==> config.mk <==
export PLATFORM = sky130hd
export DESIGN_NAME = ctech_lib_clk_divider_prog_rstb
export DESIGN_NICKNAME = d
export VERILOG_FILES = /design/src/rtl/ctech_lib_clk_div_pkg.sv /design/src/rtl/ctech_lib_clk_div_odd50.sv /design/src/rtl/ctech_lib_clk_divider_prog_rstb.sv
export SDC_FILE = /design/constraint.sdc
export NUM_CORES = 1
export LEC_CHECK = 0
export CORE_MARGIN = 4
export CORE_UTILIZATION = 53
export DETAILED_ROUTE_END_ITERATION = 12
export PLACE_DENSITY = 0.86
export SYNTH_ARGS = -nofsm -noshare
export SYNTH_HDL_FRONTEND = slang
export SYNTH_HIERARCHICAL = 1
export SYNTH_SLANG_ARGS = --single-unit
==> constraint.sdc <==
create_clock -name clk -period 2.24 [get_ports clk]
set_input_delay 0.224 -clock clk [delete_from_list [all_inputs] [get_ports clk]]
set_output_delay 0.224 -clock clk [all_outputs]
set_load 0.01 [all_outputs]
==> src/rtl/ctech_lib_clk_div_pkg.sv <==
`default_nettype none
// ============================================================================
// Module      : ctech_lib_clk_div_pkg
// Description : Shared types and helpers for the programmable clock divider.
//               - state_t     : divider run state (STOPPED / RUN / STOPPING)
//               - clamp_ratio : forces ratios 0 and 1 up to 2
//               - high_len    : ceil(N/2), length of the high phase
// Revision    : 1.0 - initial release
// ============================================================================
package ctech_lib_clk_div_pkg;

    typedef enum logic [1:0] {
        STOPPED  = 2'd0,
        RUN      = 2'd1,
        STOPPING = 2'd2
    } state_t;

    // Ratios below 2 cannot produce a clock, so they are promoted to 2.
    function automatic logic [31:0] clamp_ratio(input logic [31:0] ratio);
        return (ratio < 32'd2) ? 32'd2 : ratio;
    endfunction

    function automatic logic [31:0] high_len(input logic [31:0] ratio);
        return (ratio + 32'd1) >> 1;
    endfunction

endpackage
`default_nettype wire

==> src/rtl/ctech_lib_clk_div_odd50.sv <==
`default_nettype none
// ============================================================================
// Module      : ctech_lib_clk_div_odd50
// Description : Half-cycle extender for odd divide ratios. A falling-edge
//               flop trails the posedge high-phase term by half a clk period;
//               OR-ing the two stretches the high phase by 0.5 cycle, giving
//               exactly 50% duty for odd N. Even N passes through unchanged.
//               Only instantiated when CTECH_CLK_DIV_ODD50_EN is defined.
// Ports       : clk      - source clock
//               rstb     - asynchronous active-low reset
//               pos_term - posedge high-phase term (high floor(N/2) cycles)
//               odd      - active ratio is odd
//               clkout   - combined divided clock
// Revision    : 1.0 - initial release
// ============================================================================
module ctech_lib_clk_div_odd50 (
    input  logic clk,
    input  logic rstb,
    input  logic pos_term,
    input  logic odd,
    output logic clkout
);

    logic r_neg;

    always_ff @(negedge clk or negedge rstb) begin
        if (!rstb) begin
            r_neg <= 1'b0;
        end else begin
            r_neg <= pos_term & odd;
        end
    end

    assign clkout = pos_term | r_neg;

endmodule
`default_nettype wire

==> src/rtl/ctech_lib_clk_divider_prog_rstb.sv <==
`default_nettype none
// ============================================================================
// Module      : ctech_lib_clk_divider_prog_rstb
// Description : Programmable integer clock divider. Divides clk by a runtime
//               loadable ratio N (2 .. 2^DIV_W-1). Ratio changes and
//               enable/disable only take effect at period boundaries so
//               clkout never emits a truncated pulse.
//               Optional macro CTECH_CLK_DIV_ODD50_EN adds a negedge stage
//               for exact 50% duty on odd ratios.
// Ports       : clk       - source clock
//               rstb      - asynchronous active-low reset
//               en        - run request (level)
//               div_load  - one-cycle pulse, capture div_ratio as pending
//               div_ratio - requested ratio (0/1 clamped to 2)
//               clkout    - divided clock
//               div_busy  - pending ratio not yet applied
//               div_ack   - one-cycle pulse when pending ratio becomes active
//               running   - high in RUN and STOPPING
// Revision    : 1.0 - initial release
// ============================================================================
module ctech_lib_clk_divider_prog_rstb
    import ctech_lib_clk_div_pkg::*;
#(
    parameter int DIV_W       = 4,
    parameter int DEFAULT_DIV = 2
) (
    input  logic             clk,
    input  logic             rstb,
    input  logic             en,
    input  logic             div_load,
    input  logic [DIV_W-1:0] div_ratio,
    output logic             clkout,
    output logic             div_busy,
    output logic             div_ack,
    output logic             running
);

    localparam logic [DIV_W-1:0] c_DEFAULT_RATIO = DIV_W'(DEFAULT_DIV);
    localparam logic [DIV_W-1:0] c_ONE           = DIV_W'(1);
    localparam logic [DIV_W-1:0] c_ZERO          = '0;

    state_t           r_state;
    state_t           w_state_nxt;
    logic [DIV_W-1:0] r_cnt;
    logic [DIV_W-1:0] r_ratio;
    logic [DIV_W-1:0] r_pend;
    logic             r_busy;
    logic             r_ack;
    logic             r_pos;

    logic [DIV_W-1:0] w_load_val;
    logic [DIV_W-1:0] w_high;
    logic             w_wrap;
    logic             w_counting;
    logic             w_apply;

    assign w_load_val = DIV_W'(clamp_ratio(32'(div_ratio)));

`ifdef CTECH_CLK_DIV_ODD50_EN
    // Posedge term covers floor(N/2); the negedge stage adds the missing half.
    assign w_high = r_ratio >> 1;
`else
    assign w_high = DIV_W'(high_len(32'(r_ratio)));
`endif

    assign w_wrap     = (r_cnt == (r_ratio - c_ONE));
    // STOPPED only counts on the edge that starts a new run.
    assign w_counting = (r_state != STOPPED) || en;
    // In STOPPED cnt is 0, so w_wrap cannot fire there; the STOPPED term
    // lets a pending ratio land on the very next edge.
    assign w_apply    = r_busy && ((r_state == STOPPED) || w_wrap);

    always_comb begin
        w_state_nxt = r_state;
        case (r_state)
            STOPPED: begin
                if (en) w_state_nxt = RUN;
            end
            RUN: begin
                if (!en) w_state_nxt = STOPPING;
            end
            STOPPING: begin
                if (w_wrap)  w_state_nxt = STOPPED;
                else if (en) w_state_nxt = RUN;
            end
            default: w_state_nxt = STOPPED;
        endcase
    end

    always_ff @(posedge clk or negedge rstb) begin
        if (!rstb) begin
            r_state <= STOPPED;
            r_cnt   <= c_ZERO;
            r_ratio <= c_DEFAULT_RATIO;
            r_pend  <= c_DEFAULT_RATIO;
            r_busy  <= 1'b0;
            r_ack   <= 1'b0;
            r_pos   <= 1'b0;
        end else begin
            r_state <= w_state_nxt;

            if (w_counting) begin
                r_pos <= (r_cnt < w_high);
                r_cnt <= w_wrap ? c_ZERO : (r_cnt + c_ONE);
            end else begin
                r_pos <= 1'b0;
                r_cnt <= c_ZERO;
            end

            if (div_load) begin
                r_pend <= w_load_val;
            end

            // A load coinciding with the application edge wins over the
            // older pending value and is consumed immediately.
            if (w_apply) begin
                r_ratio <= div_load ? w_load_val : r_pend;
                r_busy  <= 1'b0;
            end else if (div_load) begin
                r_busy  <= 1'b1;
            end

            r_ack <= w_apply;
        end
    end

`ifdef CTECH_CLK_DIV_ODD50_EN
    ctech_lib_clk_div_odd50 u_odd50 (
        .clk      (clk),
        .rstb     (rstb),
        .pos_term (r_pos),
        .odd      (r_ratio[0]),
        .clkout   (clkout)
    );
`else
    assign clkout = r_pos;
`endif

    assign div_busy = r_busy;
    assign div_ack  = r_ack;
    assign running  = (r_state != STOPPED);

endmodule
`default_nettype wire

Word-level counts from Yosys, hierarchy flattened:

Cells that the tools add are included.

* add/subtract/negate cells: 3
* $lt $le $gt $ge: 2
* equal/unequal tests: 4
* muxes and demuxes: 11
* reductions and logical operators: 6

Operators with widths (count)
* 4-bit two-way mux: 4
* 2-bit two-way mux: 3
* 2-bit case mux with 3 select lines: 1
* 4-bit by 1-bit adder with 5-bit output (second input constant): 1
* 4-bit by 1-bit adder with 4-bit output (second input constant): 1
* 4-bit == test: 1
* 4-bit by 2-bit < comparator with 1-bit output (second input constant): 1
* 4-bit < comparator: 1
* 2-bit nonzero test: 2
* 4-bit by 1-bit subtractor with 4-bit output (second input constant): 1
* 1-bit two-way mux: 3
* 2-bit by 1-bit == test with 1-bit output (second input constant): 1
* 2-bit == test (second input constant): 1
* 2-bit zero test: 1
* 1-bit logical OR: 2
* 2-bit != test (second input constant): 1
* 1-bit logical AND: 1

* flip-flop bits (word level): 17
* input bits: 8
* output and inout port bits: 4
* logic and storage cells: 33

Logic depth before layout (Yosys ltp):

* depth after elaboration: 5
* mapped depth: 7
* mapped depth without buffers: 6

Least setup slack after synthesis:

Ideal clock, no wire load.

* path type: register to register
* start point: register r_ratio[1]
* end point: register r_state[0]
* setup time: 73 ps
* arrival: 1620 ps
* data required time: 2167 ps
* path slack: 547 ps
* cell stages (with the launch flop): 8
* buffers on the path: 1
* period minus slack after synthesis: 1693 ps
* cell sequence: dfstp_2 > inv_1 > ha_1 > xor2_1 > and3_1 > buf_6 > a21o_1 > a21boi_2

* cells in the longest elaborated chain, start to end: 4

RTL lines
* from (decl): RTL line ctech_lib_clk_divider_prog_rstb.sv:45 `logic [DIV_W-1:0] r_ratio;`
* from (signal assigned): RTL line ctech_lib_clk_divider_prog_rstb.sv:94 `r_ratio <= c_DEFAULT_RATIO;`
* from (signal assigned): RTL line ctech_lib_clk_divider_prog_rstb.sv:117 `r_ratio <= div_load ? w_load_val : r_pend;`
* 4-bit by 1-bit subtractor with 4-bit output: RTL line ctech_lib_clk_divider_prog_rstb.sv:66 `assign w_wrap = (r_cnt == (r_ratio - c_ONE));`
* 4-bit == test: RTL line ctech_lib_clk_divider_prog_rstb.sv:66
* 2-bit two-way mux: RTL line ctech_lib_clk_divider_prog_rstb.sv:83 `if (w_wrap) w_state_nxt = STOPPED;`
* 2-bit case mux with 3 select lines: RTL line ctech_lib_clk_divider_prog_rstb.sv:75 `case (r_state)`
* to (signal assigned): RTL line ctech_lib_clk_divider_prog_rstb.sv:100 `r_state <= w_state_nxt;`
* to (decl): RTL line ctech_lib_clk_divider_prog_rstb.sv:42 `state_t r_state;`

Every way passes these cells.
A chain may end at the register's enable or synchronous reset.

Final worst setup path:

* start point: register r_ratio[1]
* end point: register r_cnt[3]

* cells in the longest elaborated chain, start to end: 4

RTL lines
* 4-bit by 1-bit subtractor with 4-bit output: RTL line ctech_lib_clk_divider_prog_rstb.sv:66
* 4-bit == test: RTL line ctech_lib_clk_divider_prog_rstb.sv:66
* 4-bit two-way mux: RTL line ctech_lib_clk_divider_prog_rstb.sv:104 `r_cnt <= w_wrap ? c_ZERO : (r_cnt + c_ONE);`
* 4-bit two-way mux: RTL line ctech_lib_clk_divider_prog_rstb.sv:102 `if (w_counting) begin`
* to (signal assigned): RTL line ctech_lib_clk_divider_prog_rstb.sv:93 `r_cnt <= c_ZERO;`
* to (signal assigned): RTL line ctech_lib_clk_divider_prog_rstb.sv:104
* to (signal assigned): RTL line ctech_lib_clk_divider_prog_rstb.sv:107 `r_cnt <= c_ZERO;`
* to (decl): RTL line ctech_lib_clk_divider_prog_rstb.sv:44 `logic [DIV_W-1:0] r_cnt;`

Every way passes these cells.

==> out/metrics.csv <==
stage;metric;value;unit
outcome;outcome;finished, final reports clean;
global_route;initial antenna violation count;0;
logic_synthesis;Synth cell types;33;
critical_path;Worst path slowest cell;dfstp_2;
route;WL final;2.108;mm
route;vias per cell;6.053;
clock_tree;total setup buffers inserted after CTS;0;
clock_tree;CTS sink count;17;
flow_run;Max Cap Viol;0;
timing;setup_tns;0;ns
timing;Worst-Margin Slew;0.7540;ns
logic_synthesis;FFs w/ async S/R, synth;100.0;%
timing;setup violators final;0;
clock_tree;Clk Latency, worst-skew pair;0.29;ns
critical_path;Crit Path Class;reg -> reg;
critical_path;cells along the critical path;inv_1, ha_1, xor2_1, nand3_1, o22ai_1, nor2_1;
min_path;Hold Crit Class;in -> async;
global_route;largest net degree at the start of global routing;18;
logic_synthesis;number of synthesized register bits;17;
global_route;total global-route track usage;18.11;%
floorplan;I/O pin count;12;
pwr;leakage;0.5174;nW
clock_tree;H-Tree Depth;1;
global_route;first-pass GRT wire length;3.546;mm
critical_path;critical path fanouts, max;5;
critical_path;Startpoint Class;flop;
floorplan;Initial Utilization;56.56;%
logic_synthesis;synthesized area;987.2;um2
timing;f_max;0.5072;GHz
global_route;gr ovfl total;0;
timing;RSZ-0062 raised after global routing;no;
global_route;met3 Use GR;2.041;%
timing;min cycle time layout;1.972;ns
logic_synthesis;Seq/Total Area, Yosys;43.35;%
global_route;vias in the first global route;765;
timing;fin. max-slew vios;0;
clock_tree;CTS tree;yes;
logic_synthesis;Post-synth top flop;dfrtp_1;
clock_tree;number of CTS-inserted buffers;3;
floorplan;die area;0.002617;mm2
floorplan;die width;51.16;um
floorplan;Die Ht;51.16;um
cells_and_area;NumNets Final;122;
critical_path;Register-to-Register Path Depth;6;
route;DRT Pass-1 Iters;6;
critical_path;worst path required time;2.41;ns
timing;final worst-path cycle share;88.02;%
cells_and_area;cell area after layout;0.001134;mm2
critical_path;CP max stage delay;0.59;ns
clock_tree;clk root buf;clkbuf_4;
clock_tree;Worst-path clk slew;0.10;ns
timing;Hold Fails Final Rpt;0;
logic_synthesis;synth warn;6;
place;Post-DP Area;0.001106;mm2
floorplan;row count;15;
critical_path;Worst Path Arrival;2.14;ns
place;Buffers on Ports;11;
place;Post-DP HPWL;1.605;mm
place;gpl congestion;0.8841;
logic_synthesis;syn_nets;108;
timing;clock skew;0.004104;ns
route;ANT nets after route;0;
timing;Worst slew margin;49.57;%
cells_and_area;P&R area growth vs syn;14.83;%
route;1st-iter DRT viols;33;
route;drt wl/cell;15.97;um
clock_tree;CTS-repair resized insts;0;
route;DR vias;799;
global_route;M1 GR Usage;24.35;%
floorplan;CORE AREA;0.001745;mm2
logic_synthesis;Post-synth EDFFs;0;
critical_path;CP endpoint kind;flop;
clock_tree;CTS Buffer Depth;2;
global_route;GRT met2 Usage;29.18;%
logic_synthesis;Syn Inst Count;94;
cells_and_area;ant diodes;0;
global_route;global routing's busiest layer;met2;
cells_and_area;Finished Core Util;64.95;%
logic_synthesis;Avg Inst Size Synth;10.50;um2
route;detailed-route DRC error count;0;
pwr;PD cells;1264;mW/mm2
pwr;VDD IR max;859.8;uV
clock_tree;hold buffers post-CTS;0;
cells_and_area;share of layout cells above drive strength 1;12.15;%
kinds of logic (layout without fill, tap and decap cells):
family / after synthesis / after routing / share of synthesized area, %
flip-flops: 17 / 17 / 43.35
adder cells (fa/ha/maj): 6 / 6 / 7.604
AO/OA/AOI/OAI: 18 / 18 / 14.83
buffers and inverters: 8 / 21 / 4.562
multiplexers: 2 / 2 / 2.281
XOR/XNOR: 10 / 10 / 10.27
AND/OR/NAND/NOR: 33 / 33 / 17.11
metal layers:
layer  routed length, um  vias to the layer above
li1                    -                      370
met4                  27                        0
met1                 882                      384
met5                   0                        -
met2                1063                       42
met3                 134                        3
final cells by class:
cell class | count | area (um2)
clock buffer | 3 | 22.52
clock inverter | 1 | 5.005
fill | 136 | 611.8
inverter | 6 | 22.52
multi-input combinational | 69 | 514.2
sequential | 17 | 427.9
tap | 25 | 31.28
timing repair buffer | 11 | 110.1
worst max-delay path: cells and delay by family, from the launching register on:
kind / cells / cell delay (ns)
buffers and inverters: 1 / 0.09
AND/OR/NAND/NOR: 2 / 0.32
AO/OA/AOI/OAI: 1 / 0.32
adder cells (fa/ha/maj): 1 / 0.33
flip-flops: 1 / 0.59
XOR/XNOR: 1 / 0.20
per-stage QoR:
stage | hold WS, ns | std cells | setup WS, ns | power (mW)
after CTS | 0.3766 | 132 | 0.2826 | 1.432
after global placement | 0.4644 | 128 | 0.4831 | 1.208
after global routing | 0.4220 | 132 | 0.1898 | 1.531
after detailed placement | 0.4934 | 128 | 0.3312 | 1.263
final | 0.3651 | 132 | 0.2684 | 1.433
after floorplan | -0.07159 | 94 | 0.5472 | 1.070
synthesized netlist by cell type, types with 2 or more instances:
cell      instances  area (um2)
xnor2_1           4       35.03
buf_6             2       22.52
nand3_1           7       35.03
nand2_1           4       15.01
a222oi_1          3       30.03
dfrtp_1          15       375.4
nand4_1           4       25.02
o22ai_1           2       12.51
inv_1             6       22.52
nor2_1           10       37.54
mux2_2            2       22.52
ha_1              6       75.07
a21o_1            3       22.52
nand2b_1          2       12.51
dfstp_2           2       52.55
xor2_1            5       43.79
cell usage in the layout, fill, tap and decap left out, drive strengths merged, types with 2 or more instances in the layout:
| cell | Yosys | layout |
|---|---|---|
| dfrtp | 15 | 15 |
| clkdlybuf4s50 | 0 | 11 |
| nor2 | 10 | 10 |
| nand3 | 7 | 7 |
| inv | 6 | 6 |
| ha | 6 | 6 |
| xor2 | 5 | 5 |
| xnor2 | 4 | 4 |
| nand4 | 4 | 4 |
| nand2 | 4 | 4 |
| a21o | 3 | 3 |
| a222oi | 3 | 3 |
| clkbuf | 0 | 3 |
| o22ai | 2 | 2 |
| mux2 | 2 | 2 |
| nand2b | 2 | 2 |
| dfstp | 2 | 2 |
| nor3 | 2 | 2 |
| o311ai | 2 | 2 |
| and2 | 2 | 2 |
sequential cells by signal, indices dropped and copies added, names as in the netlist:
signal and cells:
clkout 1, div_ack 1, div_busy 1, r_cnt 4
r_pend 4, r_ratio 4, r_state 2
final timing paths:
check / startpoint / end / slack (ns)
setup / recovery: r_ratio[1] / r_cnt[3] / 0.27
hold / removal: rstb / r_ratio[2] / 0.37
setup reg to reg: r_ratio[1] / r_cnt[3] / 0.27
hold reg to reg: r_state[1] / r_state[0] / 0.51
max in group asynchronous: rstb / r_cnt[2] / 1.41
min in group clk: r_state[1] / r_state[0] / 0.51
power by group:
part | internal, mW | leakage (nW) | switching (mW) | total (mW)
combinational | 0.358 | 0.301 | 0.382 | 0.740
clock | 0.0666 | 0.0177 | 0.0965 | 0.163
sequential | 0.406 | 0.198 | 0.124 | 0.530
Power figures use the tool's default switching activity.
==> edit: new RTL, config.mk and constraints unchanged <==
Make the reset (`rstb`) synchronous in one clocked block. Comments in the files are not updated.
--- a/src/rtl/ctech_lib_clk_divider_prog_rstb.sv
+++ b/src/rtl/ctech_lib_clk_divider_prog_rstb.sv
@@ -88,5 +88,5 @@
     end
 
-    always_ff @(posedge clk or negedge rstb) begin
+    always_ff @(posedge clk) begin
         if (!rstb) begin
             r_state <= STOPPED;
Formal check against the unedited RTL: differs if rstb is asserted again (counterexample within 4 cycles, from zero or initial values and one cycle with rstb low); with rstb held inactive, the same outputs for 10 cycles.
==> edit against the unedited design <==
Clock skew increased by 0.0071 ns; synthesized cell count increased by 4.3%; core utilization increased by 3.9 points; sequential share of layout area decreased by 6.4 points; final area decreased by 4.2%; setup slack improved by 0.076 ns; sequential cell count unchanged; routed wire length decreased by 2.7%; synthesized area decreased by 6.7%; maximum frequency increased by 4.0%; critical path type unchanged.
Power is not compared: it rests on default switching activity, and its combinational part moved more than twofold at a synthesized area within 25%.
==> edit: results (changes against the unedited design) <==
metric	value	unit	change
status	completed		
antenna_found_initial	0		unchanged
worstSkewPairLatency	0.30	ns	
synth_nets	112		+3.7%
finalWirelength	2050	µm	-2.7%
die_x	49.7	µm	-2.9%
cts_resized	0		unchanged
cp_data_arrival_time	2.06	ns	-0.08 ns
drt_iter0_markers	32		-3.0%
max_slew_margin	55.4	%	+5.9 points
async_flop_share	0	%	-100 points
grtUsageTotal	17.8	%	-0.34 points
synthFlopType	dfxtp_1		
worst-r2r-cell-count	6		unchanged
path_max_fanout	7		+2
reg_top3	r_cnt: 4 flops, r_pend: 4 flops, r_ratio: 4 flops		
placed_cell_area	1060	µm²	-4.3%
place_ws	0.308	ns	-0.0229 ns
first_global_vias	772		+0.92%
fill_cells	117		-14%
dpl.hpwl	1550	µm	-3.3%
num_antenna_cells	0		unchanged
min_path_type	reg2reg		
min_to	r_state[1]		
h-tree-depth	1		unchanged
nNetsFinal	128		+4.9%
cts_buffers	3		unchanged
syn_area_per_cell	9.40	µm²	-11%
whs	0.498	ns	+0.133 ns
routabilityCongestion	0.840		-5.0%
reg2reg_from	r_ratio[0]		
synth.area.top_cells	dfxtp_1 (37%), ha_1 (8.2%), xnor2_1 (5.7%)		
synthDistinctLibCells	34		+3.0%
cpMaxStageDelayCell	dfxtp_1		
grt_max_degree	11		-7
drive_gt1_share	7.08	%	-5.1 points
io_buffers	11		unchanged
r2r_slack	0.34	ns	+0.08 ns
skew	0.0112	ns	+0.00709 ns
cts_buffer_depth	2		unchanged
seq_area_frac_synth	37.0	%	-6.4 points
ys_warn_count	6		unchanged
leakage	0.433	nW	
drtPass1Iterations	4		-2
syn_to_final_growth	17.9	%	
hold_path_startpoint	r_state[0]		
grt_pass1_wl	3430	µm	-3.3%
post_drt_wl_per_cell	15.9	µm	-0.44%
clockRootBuffer	clkbuf_4		
cpPeakStageDelay	0.46	ns	-0.13 ns
netlist_top_cells_count	dfxtp_1 (17), nand2_1 (7), ha_1 (6), nor2_1 (6), xnor2_1 (6)		
ir_drop	558	µV	
min_path_cells	2		
post_cts_buffers	0		unchanged
r2r-end	r_ratio[3]		
avgViaCountPerCell	6.42		+6.0%
clk_pin_slew_worst_paths	0.10	ns	about the same
-- edit: worst max path at each step --
stage	start	endpoint	cells after the start	slack [ns]
2_1_floorplan	r_ratio[0]	r_ratio[2]	6	0.56
3_3_place_gp	div_ratio[3]	r_ratio[0]	5	0.34
3_5_place_dp	div_ratio[3]	r_ratio[0]	5	0.31
4_1_cts	r_ratio[0]	r_ratio[3]	6	0.32
5_1_grt	r_ratio[0]	r_ratio[3]	6	0.18
6_report	r_ratio[0]	r_ratio[3]	6	0.34
-- edit: layout make-up --
cell class | count | area share, %
Timing Repair Buffer | 13 | 11.5
Multi-Input combinational cell | 74 | 51.0
Clock inverter | 1 | 0.461
Sequential cell | 17 | 31.3
Inverter | 5 | 1.73
Clock buffer | 3 | 2.07
Tap cell | 16 | 1.84
-- edit: power breakdown --
part	switching [W]	internal (W)
registers	0.0000212	0.000324
clock network	0.0000964	0.0000665
logic	0.0000967	0.0000860
-- edit: critical path, delay by kind of cell (launching register included) --
kind | cells | cell delay (ns)
flops | 1 | 0.46
xor+xnor | 1 | 0.26
simple gates | 2 | 0.62
compound gates | 1 | 0.12
fa+ha+maj | 1 | 0.21
buf+inv | 1 | 0.08
-- edit: cell families (layout without fill, tap and decap cells) --
family                   Yosys count  in the layout  share of synthesized area, %
flip-flops                        17             17                          37.0
multiplexers                       2              2                          2.17
adder cells (fa/ha/maj)            6              6                          8.15
buffers and inverters              7             22                          2.85
AO/OA/AOI/OAI                     24             24                          20.0
AND/OR/NAND/NOR                   32             32                          18.8
XOR/XNOR                          10             10                          11.1
-- edit: layer usage --
| layer | track usage, % | wire length (µm) |
|---|---|---|
| met1 | 23.4 | 924 |
| met2 | 27.5 | 930 |
| met3 | 4.52 | 146 |
| met4 | 6.91 | 51 |
| met5 | 0 | 0 |
